File: src/rtl/regfile_pkg.sv
// Shared widths, types and request/response structs for the multi-port
// register file with its busy/tag scoreboard.
package regfile_pkg;

  localparam int XLEN     = 32;
  localparam int NUM_REGS = 32;
  localparam int TAG_W    = 4;
  localparam int IDX_W    = $clog2(NUM_REGS);

  typedef logic [IDX_W-1:0] reg_idx_t;
  typedef logic [TAG_W-1:0] reg_tag_t;
  typedef logic [XLEN-1:0]  xlen_t;

  typedef struct packed {
    logic     valid;
    reg_idx_t dest;
    reg_tag_t tag;
    xlen_t    data;
  } wb_req_t;

  typedef struct packed {
    xlen_t    data;
    logic     busy;
    reg_tag_t tag;
  } rd_rsp_t;

endpackage

File: src/rtl/regfile_bypass.sv
// One read port: merges stored data/busy/tag with same-cycle writebacks.
// The highest-index writeback port supplies the bypassed data.
module regfile_bypass
  import regfile_pkg::*;
#(
  parameter int NUM_WRITE = 2
) (
  input  logic [IDX_W-1:0]               addr,
  input  wb_req_t [NUM_WRITE-1:0]        wb,
  input  logic [XLEN-1:0]                st_data,
  input  logic                           st_busy,
  input  logic [TAG_W-1:0]               st_tag,
  output rd_rsp_t                        rsp
);

  xlen_t data_sel;
  logic  clr;

  always_comb begin
    data_sel = st_data;
    clr      = 1'b0;
    for (int p = 0; p < NUM_WRITE; p++) begin
      if (wb[p].valid && (wb[p].dest == addr)) begin
        data_sel = wb[p].data;
        if (st_busy && (wb[p].tag == st_tag)) clr = 1'b1;
      end
    end

    rsp = '0;
    if (addr != '0) begin
      rsp.data = data_sel;
      rsp.busy = st_busy && !clr;
      rsp.tag  = rsp.busy ? st_tag : '0;
    end
  end

endmodule

File: src/rtl/regfile_scoreboard.sv
// Multi-port register file with per-register busy/tag scoreboard,
// same-cycle writeback bypass on every read port, and flush of reservations.
module regfile_scoreboard
  import regfile_pkg::*;
#(
  parameter int NUM_READ  = 4,
  parameter int NUM_WRITE = 2
) (
  input  logic                              clk,
  input  logic                              rst,
  input  logic [NUM_READ-1:0][IDX_W-1:0]    rd_addr,
  output logic [NUM_READ-1:0][XLEN-1:0]     rd_data,
  output logic [NUM_READ-1:0]               rd_busy,
  output logic [NUM_READ-1:0][TAG_W-1:0]    rd_tag,
  input  logic                              rsv_valid,
  input  logic [IDX_W-1:0]                  rsv_dest,
  input  logic [TAG_W-1:0]                  rsv_tag,
  input  logic [NUM_WRITE-1:0]              wb_valid,
  input  logic [NUM_WRITE-1:0][IDX_W-1:0]   wb_dest,
  input  logic [NUM_WRITE-1:0][TAG_W-1:0]   wb_tag,
  input  logic [NUM_WRITE-1:0][XLEN-1:0]    wb_data,
  input  logic                              flush
);

  logic [NUM_REGS-1:0][XLEN-1:0]  data_q;
  logic [NUM_REGS-1:0]            busy_q;
  logic [NUM_REGS-1:0][TAG_W-1:0] tag_q;

  wb_req_t [NUM_WRITE-1:0] wb;

  // Writebacks to x0 are dropped here so neither storage nor bypass sees them.
  always_comb begin
    for (int p = 0; p < NUM_WRITE; p++) begin
      wb[p].valid = wb_valid[p] && (wb_dest[p] != '0);
      wb[p].dest  = wb_dest[p];
      wb[p].tag   = wb_tag[p];
      wb[p].data  = wb_data[p];
    end
  end

  always_ff @(posedge clk) begin
    if (!rst) begin
      data_q <= '0;
      busy_q <= '0;
      tag_q  <= '0;
    end else begin
      // Later ports overwrite earlier ones, so the highest index wins on data.
      for (int p = 0; p < NUM_WRITE; p++) begin
        if (wb[p].valid) begin
          data_q[wb[p].dest] <= wb[p].data;
          if (busy_q[wb[p].dest] && (tag_q[wb[p].dest] == wb[p].tag))
            busy_q[wb[p].dest] <= 1'b0;
        end
      end
      if (flush) begin
        busy_q <= '0;
        tag_q  <= '0;
      end else if (rsv_valid && (rsv_dest != '0)) begin
        busy_q[rsv_dest] <= 1'b1;
        tag_q[rsv_dest]  <= rsv_tag;
      end
    end
  end

  for (genvar r = 0; r < NUM_READ; r++) begin : g_rd
    rd_rsp_t rsp;

    regfile_bypass #(.NUM_WRITE(NUM_WRITE)) u_bypass (
      .addr    (rd_addr[r]),
      .wb      (wb),
      .st_data (data_q[rd_addr[r]]),
      .st_busy (busy_q[rd_addr[r]]),
      .st_tag  (tag_q[rd_addr[r]]),
      .rsp     (rsp)
    );

    assign rd_data[r] = rsp.data;
    assign rd_busy[r] = rsp.busy;
    assign rd_tag[r]  = rsp.tag;
  end

endmodule

File: config.mk
export PLATFORM = sky130hd
export DESIGN_NAME = regfile_scoreboard
export DESIGN_NICKNAME = d
export VERILOG_FILES = /design/src/rtl/regfile_pkg.sv /design/src/rtl/regfile_bypass.sv /design/src/rtl/regfile_scoreboard.sv
export SDC_FILE = /design/constraint.sdc
export NUM_CORES = 2
export LEC_CHECK = 0
export CAP_MARGIN = 20
export CORE_ASPECT_RATIO = 1.5
export CORE_MARGIN = 10
export CORE_UTILIZATION = 69
export CTS_CLUSTER_SIZE = 24
export DETAILED_ROUTE_END_ITERATION = 12
export PLACE_DENSITY = 0.95
export SYNTH_ARGS = -nofsm -noshare
export SYNTH_HDL_FRONTEND = slang
export SYNTH_SLANG_ARGS = --single-unit
File: constraint.sdc
create_clock -name clk -period 10.6 [get_ports clk]
set_clock_uncertainty 0.05 [all_clocks]
set_input_delay 1.59 -clock clk [delete_from_list [all_inputs] [get_ports clk]]
set_output_delay 1.59 -clock clk [all_outputs]
set_load 0.02 [all_outputs]
==> results of run 1 <==
[cell usage after synthesis, drive strengths merged (61+ instances only)]
cell type  instances  share of area (%)
mux4            1479                 34
nand3            737                3.8
o211ai            61               0.47
o21ai             95               0.49
a211oi            66               0.51
mux2i            929                9.6
nor2             394                1.5
nand2           1348                5.2
o211a            993                 10
dfxtp           1184                 24
buf              445                2.3
clkbuf           856                3.3
a21oi            205                1.1
[cell families after synthesis]
group           share of synthesized area (%)
simple gates                             11.8
mux                                      43.8
compound gates                           13.7
buf+inv                                  5.75
flops                                    24.4
xor+xnor                                0.621
[per-stage QoR]
stage	utilization, %	worst slack [ns]	hold WS (ns)	instances	instance area, um2
2_1_floorplan	-	4.97	0.429	9202	97300
3_3_place_gp	71.1	2.14	0.440	10300	99500
3_5_place_dp	71.1	2.06	0.455	10300	99500
4_1_cts	74.1	2.01	0.467	10500	104000
==> results.py, run 1 <==
metrics = {
    "outcome": {
        "status": "aborted with a tool error",
        "stop_stage": "5_1_grt",
        "firstError": "[ERROR GRT-0228] Horizontal edge usage exceeds the maximum allowed. (22, 35) usage=65535 limit=3200",
    },
    "logic_synthesis": {
        "synth_flop_cell": "dfxtp_1",
        "ys_types": 69,
        "synth_nets": 9319,
        "syn_avg_cell_area_um2": 10.6,
        "yosys_warnings": 0,
        "synth_edf_count": 0,
        "yosysSeqAreaShare_pct": 24.4,
        "synth_seq_cells": 1184,
        "async_reset_ff_share_pct": 0,
        "syn-instance-count": 9202,
        "syn-cell-area_mm2": 0.0973,
    },
    "floorplan": {
        "start_util_pct": 69.5,
        "rows": 168,
        "io_pins": 265,
        "fp.dieH_um": 480,
        "die_w_um": 327,
    },
    "clock_network": {
        "h-tree-depth": 3,
        "postCtsSetupRepairBufs": 0,
        "clock_sinks": 1184,
        "ctsResizeCount": 0,
        "root_buffer": "clkbuf_16",
        "cts_buffers": 114,
        "clk_path_buf_depth": 3,
        "postCtsHoldBufs": 0,
    },
    "global_route": {
        "antenna_found_initial": 55,
        "grt_max_degree": 233,
    },
    "place": {
        "place_congestion": 1.07,
        "port_buffers": 264,
        "hpwl_um": 265000,
    },
}
==> run 2: changes to the inputs <==
Settings changed: CORE_ASPECT_RATIO 1.5 to default, CORE_UTILIZATION 69 to 40, CTS_CLUSTER_SIZE 24 to default, PLACE_DENSITY 0.95 to default, PLACE_DENSITY_LB_ADDON from default to 0.15.
==> results.py, run 2 <==
metrics = {
    "outcome": {
        "status": "finished clean",
    },
    "logic_synthesis": {
        "async_reset_ff_share_pct": 0,
        "syn_avg_cell_area_um2": 10.6,
        "synth_seq_cells": 1184,
        "synthTopCellsByArea": "mux4_2, dfxtp_1, o211a_1",
        "synth_top_area_share_pct": 34.1,
        "yosys_warnings": 0,
        "syn-instance-count": 9202,
        "synth_nets": 9319,
        "yosysSeqAreaShare_pct": 24.4,
        "synth_edf_count": 0,
        "synth_flop_cell": "dfxtp_1",
        "synth.most_common_cell": "mux4_2",
        "yosysTopAreaCell": "mux4_2",
        "ys_types": 69,
        "yosys-top-cells-count": "mux4_2, nand2_1, dfxtp_1",
        "syn-cell-area_mm2": 0.0973,
    },
    "power_and_ir_drop": {
        "p_switching_mw": 3.69,
        "power.leakage_nw": 47.4,
        "seq_power_share_pct": 38.3,
        "vdd_drop_max_v": 0.000125,
        "p_int_mw": 8.39,
        "total_power_mw": 12.1,
        "power_frac_comb_pct": 16.6,
        "clkPwrFrac_pct": 45.1,
        "netSwitchingFraction_pct": 30.5,
        "p_per_area_mw_per_mm2": 113,
    },
    "timing": {
        "worst_pin_slew_ns": 1.30,
        "final_hold_viol_count": 0,
        "setup_viol": 0,
        "fin_crit_sh_pct": 75.6,
        "max_freq_mhz": 125,
        "relSlewSlack_pct": 13.2,
        "period_needed_ns": 8.02,
        "tns_ns": 0,
        "rsz0062_at_grt": "no",
        "drv_slew": 0,
    },
    "layout": {
        "area_delta_synth_final_pct": 9.64,
        "largest-register": "data_q",
        "final_common_cell": "mux4_2",
        "multi_input_area_mm2": 0.0687,
        "seq_area_mm2": 0.0237,
        "reg_top3": "data_q x1024, tag_q x128, busy_q x32",
        "drive_gt1_share_pct": 24.4,
        "fillers": 22400,
        "fin_nets": 8709,
        "largest_reg_flops": 1024,
        "layout_common_cells": "mux4_2, nand2_1, dfxtp_1, o211a_1, mux2i_1",
    },
    "routing": {
        "vias": 87700,
        "drt_iter0_drc": 14000,
        "ant_nets": 0,
        "routed_wl_um": 476000,
        "wl_per_cell_um": 40.0,
        "drt_pass1_iterations": 9,
        "remaining_drc_errors": 0,
        "avgViaCountPerCell": 7.36,
    },
    "global_route": {
        "antenna_found_initial": 25,
        "grt_pass1_wl_um": 663000,
        "met1_usage_pct": 44.6,
        "grt_pass1_vias": 83100,
        "grt_overflow_total": 0,
        "grt_max_degree": 181,
        "use_met3_pct": 12.4,
        "use_met2_pct": 50.8,
        "busiest_layer": "met2",
        "grt_usage_pct": 34.7,
    },
    "setup_path": {
        "arrival_ns": 6.38,
        "crit_fanout": 35,
        "rr_worst_depth": 7,
        "criticalPathCategory": "input port to output pin",
        "r2r_slack_ns": 7.20,
        "required_ns": 8.96,
        "start_kind": "input port",
        "end_kind": "output pin",
    },
    "clock_network": {
        "postCtsHoldBufs": 0,
        "ctsResizeCount": 0,
        "postCtsSetupRepairBufs": 0,
        "cts_buffers": 151,
        "clock_sinks": 1184,
        "h-tree-depth": 4,
        "cts_tree": "done",
        "root_buffer": "clkbuf_16",
        "clk_pin_slew_ns": 0.05,
        "clk_latency_ns": 0.84,
        "clk_path_buf_depth": 3,
    },
    "min_path": {
        "worstHoldPathType": "register to register",
        "hold_path_depth": 1,
    },
    "place": {
        "port_buffers": 264,
        "hpwl_um": 271000,
        "place_congestion": 0.919,
    },
    "floorplan": {
        "fp.dieH_um": 513,
        "io_pins": 265,
        "core_mm2": 0.243,
        "dieArea_mm2": 0.263,
        "die_w_um": 513,
        "rows": 181,
        "start_util_pct": 40.1,
    },
    "run": {
        "cap_violations": 0,
    },
}
-- run 2: cell families after synthesis --
family / share of synthesized area (%)
and+or+nand+nor: 11.8
muxes: 43.8
AOI/OAI and AO/OA: 13.7
buffers and inverters: 5.75
DFF: 24.4
xor gates and xnor gates: 0.621
-- run 2: area by class of cell --
cell class / count / share of cell area, %
Antenna cell: 13 / 0.0305
Clock buffer: 218 / 4.10
Multi-Input combinational cell: 6687 / 64.4
Sequential cell: 1184 / 22.2
Tap cell: 3202 / 3.76
Inverter: 30 / 0.108
Timing Repair Buffer: 538 / 4.78
Clock inverter: 45 / 0.624
-- run 2: final timing paths --
check	start	endpoint
max	wb_dest[2]	rd_data[108]
min	data_q[9]	data_q[9]
max reg2reg	tag_q[94]	busy_q[3]
min reg2reg	data_q[9]	data_q[9]
-- run 2: worst max-delay path: stages --
cell and delay, ns:
clkdlybuf4s50_1 0.85, or3_4 0.69, o31ai_1 0.64, nor4_1 0.21, nand3_4 0.62, buf_4 0.56, nor2_1 0.08, a211oi_1 0.25
a21oi_1 0.07, nor2_1 0.12, clkdlybuf4s50_1 0.62
-- run 2: layer usage --
layer  vias up  routed length [um]
met5         -                 116
met3      1579               68000
li1      34500                   -
met2      6947              202000
met1     44600              174000
met4        20               31900
-- run 2: stage by stage --
step	instance area, um2	hold WS, ns	worst slack [ns]	util (%)	std cells
floorplan	97300	0.429	4.97	-	9202
global placement	101000	0.442	2.78	41.8	11600
detailed placement	102000	0.452	2.69	41.9	11600
CTS	107000	0.461	2.66	43.9	11900
global route	107000	0.476	2.37	44.0	11900
finish	107000	0.461	2.58	44.0	11900
-- run 2: power groups by stage --
stage                     Clock [mW]  Sequential [mW]  Combinational, mW
after floorplan                    0             4.68               1.27
after global placement             0             4.70               1.93
after detailed placement           0             4.71               1.95
after CTS                       5.47             4.61               1.95
after global routing            5.63             4.63               2.06
final                           5.45             4.62               2.01
No activity file was read; power rests on OpenSTA's default activity.
